--- src/rtl/pipeline_hazard_ctrl.sv ---
// Scoreboard hazard controller for the ID stage: counts in-flight writes per register,
// stalls IF_ID/ID_EX on pending sources and flushes wrong-path fetches after a taken branch.
module pipeline_hazard_ctrl #(
    parameter int unsigned IDX_W        = 4,
    parameter int unsigned NUM_REGS     = 16,
    parameter int unsigned CNT_W        = 2,
    parameter int unsigned FLUSH_CYCLES = 2
) (
    input  logic             i_clk,
    input  logic             i_rst_n,
    input  logic             i_id_valid,
    input  logic [IDX_W-1:0] i_id_ra,
    input  logic [IDX_W-1:0] i_id_rb,
    input  logic [IDX_W-1:0] i_id_rc,
    input  logic             i_id_use_ra,
    input  logic             i_id_use_rb,
    input  logic             i_id_use_rc,
    input  logic             i_id_wr_rc,
    input  logic             i_ex_br_taken,
    input  logic             i_wb_we,
    input  logic [IDX_W-1:0] i_wb_rd,
    output logic             o_if_id_en,
    output logic             o_id_ex_en,
    output logic             o_id_ex_bubble,
    output logic             o_if_id_flush,
    output logic [15:0]      o_stall_cnt,
    output logic             o_sb_err
);

    localparam logic [CNT_W-1:0] CntMax    = '1;
    localparam logic [2:0]       FlushLoad = 3'(FLUSH_CYCLES - 1);

    typedef enum logic [1:0] {
        StRun,
        StStall,
        StFlush
    } state_e;

    state_e           r_state;
    logic [2:0]       r_flush_cnt;
    logic [CNT_W-1:0] r_pend [NUM_REGS];
    logic [15:0]      r_stall_cnt;
    logic             r_sb_err;

    logic                w_haz;
    logic                w_issue;
    logic                w_wb_ok;
    logic                w_stall_cyc;
    logic [NUM_REGS-1:0] w_inc;
    logic [NUM_REGS-1:0] w_dec;

    // Hazard uses the current counters only; a same-cycle WB is seen next cycle.
    assign w_haz = i_id_valid &&
                   ((i_id_use_ra && (r_pend[i_id_ra] != '0)) ||
                    (i_id_use_rb && (r_pend[i_id_rb] != '0)) ||
                    (i_id_use_rc && (r_pend[i_id_rc] != '0)) ||
                    (i_id_wr_rc  && (r_pend[i_id_rc] == CntMax)));

    assign w_issue = i_id_valid && i_id_wr_rc && !w_haz && !i_ex_br_taken &&
                     (r_state != StFlush);

    assign w_wb_ok     = i_wb_we && (r_pend[i_wb_rd] != '0);
    assign w_stall_cyc = w_haz && (r_state != StFlush);

    always_comb begin
        w_inc = '0;
        w_dec = '0;
        for (int i = 0; i < NUM_REGS; i++) begin
            w_inc[i] = w_issue && (i_id_rc == IDX_W'(i));
            w_dec[i] = w_wb_ok && (i_wb_rd == IDX_W'(i));
        end
    end

    // Issue and WB hitting the same register cancel out.
    always_ff @(posedge i_clk or negedge i_rst_n) begin
        if (!i_rst_n) begin
            for (int i = 0; i < NUM_REGS; i++) begin
                r_pend[i] <= '0;
            end
        end else begin
            for (int i = 0; i < NUM_REGS; i++) begin
                if (w_inc[i] && !w_dec[i]) begin
                    r_pend[i] <= r_pend[i] + CNT_W'(1);
                end else if (w_dec[i] && !w_inc[i]) begin
                    r_pend[i] <= r_pend[i] - CNT_W'(1);
                end
            end
        end
    end

    always_ff @(posedge i_clk or negedge i_rst_n) begin
        if (!i_rst_n) begin
            r_sb_err <= 1'b0;
        end else if (i_wb_we && (r_pend[i_wb_rd] == '0)) begin
            r_sb_err <= 1'b1;
        end
    end

    always_ff @(posedge i_clk or negedge i_rst_n) begin
        if (!i_rst_n) begin
            r_stall_cnt <= '0;
        end else if (w_stall_cyc && (r_stall_cnt != 16'hFFFF)) begin
            r_stall_cnt <= r_stall_cnt + 16'd1;
        end
    end

    always_ff @(posedge i_clk or negedge i_rst_n) begin
        if (!i_rst_n) begin
            r_state     <= StRun;
            r_flush_cnt <= '0;
        end else if (i_ex_br_taken) begin
            r_flush_cnt <= FlushLoad;
            r_state     <= (FLUSH_CYCLES > 1) ? StFlush : StRun;
        end else begin
            case (r_state)
                StRun, StStall: begin
                    r_state <= w_haz ? StStall : StRun;
                end
                StFlush: begin
                    // Branch cycle counts as the first flush cycle.
                    if (r_flush_cnt <= 3'd1) begin
                        r_state <= StRun;
                    end
                    if (r_flush_cnt != 3'd0) begin
                        r_flush_cnt <= r_flush_cnt - 3'd1;
                    end
                end
                default: begin
                    r_state <= StRun;
                end
            endcase
        end
    end

    always_comb begin
        o_if_id_en     = 1'b1;
        o_id_ex_en     = 1'b1;
        o_id_ex_bubble = 1'b0;
        o_if_id_flush  = 1'b0;
        if (i_ex_br_taken || (r_state == StFlush)) begin
            o_id_ex_bubble = 1'b1;
            o_if_id_flush  = 1'b1;
        end else if (w_haz) begin
            o_if_id_en     = 1'b0;
            o_id_ex_bubble = 1'b1;
        end
    end

    assign o_stall_cnt = r_stall_cnt;
    assign o_sb_err    = r_sb_err;

endmodule
--- config.mk ---
export PLATFORM = sky130hd
export DESIGN_NAME = pipeline_hazard_ctrl
export DESIGN_NICKNAME = d
export VERILOG_FILES = /design/src/rtl/pipeline_hazard_ctrl.sv
export SDC_FILE = /design/constraint.sdc
export NUM_CORES = 1
export LEC_CHECK = 0
export ABC_AREA = 1
export CORE_AREA = 2 2 66 131
export DETAILED_ROUTE_END_ITERATION = 10
export DIE_AREA = 0 0 68 133
export GPL_TIMING_DRIVEN = 0
export PLACE_DENSITY = 0.74
export SKIP_LAST_GASP = 1
export SLEW_MARGIN = 10
export SYNTH_ARGS = -nofsm -noshare
export SYNTH_HDL_FRONTEND = slang
export SYNTH_SLANG_ARGS = --single-unit
--- constraint.sdc ---
create_clock -name i_clk -period 2.3 [get_ports i_clk]
set_clock_uncertainty 0.1 [all_clocks]
set_input_delay 0.46 -clock i_clk [delete_from_list [all_inputs] [get_ports i_clk]]
set_output_delay 0.46 -clock i_clk [all_outputs]
set_load 0.02 [all_outputs]
==> results of run 1 <==
logic make-up after synthesis:
kind of cell / share of synthesized area
xor gates and xnor gates: 0.0962
AOI/OAI and AO/OA: 0.0776
buffers and inverters: 0.0812
other: 0.000915
and+or+nand+nor: 0.353
DFF: 0.330
adders and majority gates: 0.0611
final cells by class:
class / instances / area (µm²)
multi-input combinational: 463 / 3080
sequential: 54 / 1360
inverter: 62 / 240
timing repair buffer: 84 / 825
fill: 584 / 2160
tap: 98 / 123
clock buffer: 5 / 125
buffer: 15 / 126
clock inverter: 3 / 68.8
registers in the layout, indices dropped and copies added (netlist names):
register     cells
o_stall_cnt     16
o_sb_err         1
r_pend          32
r_state          2
r_flush_cnt      3
cells in the final DEF, fill, tap and decap left out, types with 22 or more instances in the layout:
cell type          n
xnor2_1           24
buf_6             22
clkdlybuf4s50_1   28
nor2_4            37
o21ai_1           22
inv_1             52
nand2_1          202
buf_4             26
dfrtp_1           45
Yosys cell counts, drive strengths merged:
library cell  instances
ha                   20
clkinv                1
xor2                 15
nor3                  4
nand3                23
o21bai                2
a31oi                 1
inv                  61
nand3b                1
o21ai                29
xnor2                30
a21oi                17
nor2                 62
conb                  1
nor4                  3
o2111ai               1
or2                   1
clkbuf                6
o31ai                 1
nand4                22
dfrtp                54
buf                   9
nand2               222
o22ai                 8
path summary, 6_finish.rpt:
check | from | endpoint | slack (ns)
min in group i_clk | r_state[1]$_DFFE_PN0P_ | r_state[0]$_DFFE_PN0P_ | 0.33
max in group asynchronous | i_rst_n | r_pend[12]$_DFFE_PN0P_ | 1.38
worst min register to register | r_state[1]$_DFFE_PN0P_ | r_state[0]$_DFFE_PN0P_ | 0.33
worst min-delay path | i_rst_n | r_pend[6]$_DFFE_PN0P_ | 0.12
worst max register to register | r_pend[5]$_DFFE_PN0P_ | r_pend[1]$_DFFE_PN0P_ | -0.49
worst max-delay path | r_pend[8]$_DFFE_PN0P_ | o_if_id_en | -0.50
layer usage:
layer / vias to the layer above / GRT usage / share of wire
met3: 77 / 0.0468 / 0.073
met2: 247 / 0.458 / 0.50
met5: - / 0 / 0
met1: 2127 / 0.363 / 0.37
met4: 0 / 0.144 / 0.057
li1: 2068 / - / -
per-stage QoR:
stage	power, µW	TNS [ns]	util	hold slack, ns	instance area [µm²]
final	5260	-12.51	0.734	0.115	5950
after global routing	5560	-17.50	0.734	0.198	5950
after CTS	4830	-7.52	0.692	0.147	5620
after detailed placement	3370	-42.00	0.572	0.327	4640
after global placement	3330	-96.49	0.569	0.317	4620
after floorplan	2830	-5.99	-	0.0644	4110
power breakdown:
part / total [µW] / internal, µW / leakage, µW / switching [µW]
combinational: 2490 / 1100 / 0.00195 / 1390
sequential: 1770 / 1290 / 0.000668 / 475
clock: 1000 / 626 / 0.0000940 / 374
total: 5260 / 3020 / 0.00271 / 2240
critical path, stage by stage (launching register included):
cell	delay [ns]
dfrtp_1	0.47
nand2_1	0.08
o21ai_1	0.10
nand2_1	0.07
nand2_1	0.09
nand2_1	0.08
nand2_2	0.10
inv_1	0.06
nand2_1	0.10
nand3_1	0.11
nand2_2	0.10
nor2_4	0.05
buf_12	0.12
nor2_8	0.12
buf_6	0.11
nand2_4	0.04
buf_6	0.12
repair_timing:
item                       CTS  global route
cloned                       1             0
buffers inserted            31            12
resized for setup          155            65
setup endpoints to repair   51            49
pin swaps                   33            30
==> results.yml, run 1 <==
synthesis:
  synth_top_cell_by_area: "dfrtp_1"
  yosys-top-cells-area: "dfrtp_1, nand2_1, xnor2_1"
  avgSynthCellArea_um2: 6.90
  netlist_area_um2: 4100
  synthCells: 594
  synth.distinct_cells: 33
  synth.yosys.seq_area_share: 0.330
  syn-num-nets: 639
  synth_top_area_share: 0.330
  yosys_warnings: 0
  synth_seq_cells: 54
drt:
  ant_nets: 0
  num_vias: 4519
  wire_per_inst_um: 17.2
  routed_wirelength_mm: 13.5
  drtIter0Drc: 337
  first_pass_iters: 7
  vias_per_cell: 5.76
  drc: 0
timing:
  setup_slack_ns: -0.504
  slew_violations: 0
  fmax_ghz: 0.357
  worstMarginPinSlew_ns: 0.761
  finalCriticalPeriod_ns: 2.80
  rsz0062_at_grt: "yes"
  period_share: 1.22
  hold_viol_final: 0
  slew-limit-headroom: 0.492
  final-setup-viol-count: 34
placement:
  dp.cells: 732
  routabilityCongestion: 0.879
  place_ws_ns: -1.31
  hpwl_mm: 7.63
  port_buffers: 39
status:
  status: "complete, but fails checks"
  violations: "negative setup slack"
critical_path:
  end_kind: "output pin"
  cp.arrival_ns: 2.24
  crit_type: "flop to output pin"
  required_ns: 1.74
  reg2reg_depth: 18
  path_max_fanout: 4
  startpoint_type: "flop"
global_routing:
  grt_max_degree: 33
  antenna_found_initial: 0
  grt_util_all_layers: 0.287
  overflow: 0
  grt_pass1_wl_mm: 19.9
  grt_pass1_vias: 4274
layout:
  area_growth_pct: 45.3
  layout-drive-gt1-share: 0.290
  diodes: 0
  nNetsFinal: 730
  final_cells: 784
pwr:
  p_leak_uw: 0.00271
  power_density_nw_per_um2: 884
  irDropWorstVdd_uv: 909
die:
  core_area_um2: 8120
  fp.dieH_um: 133
  pin_count: 46
  row_count: 47
  die_w_um: 68
  dieArea_um2: 9040
  initial_core_util: 0.505
clock_tree:
  cts_sinks: 54
  root_buffer: "clkbuf_16"
  cts_hold_buffers: 0
  worst_skew_pair.late_latency_ns: 0.31
  cts_tree: "yes"
  cts.clk_slew.worst_paths_ns: 0.08
  clockBufferDepth: 2
  cts_buffers: 5
  cts-htree-levels: 2
job:
  max_cap_viol_count: 0
hold_path:
  hp-class: "input pin to asynchronous set/reset pin"
Power figures use the tool's default switching activity.
==> inputs of run 2 (changes only) <==
- CAP_MARGIN: unset -> 20
==> results of run 2 <==
No change in the layout: final DEF, timing and power equal those of run 1.
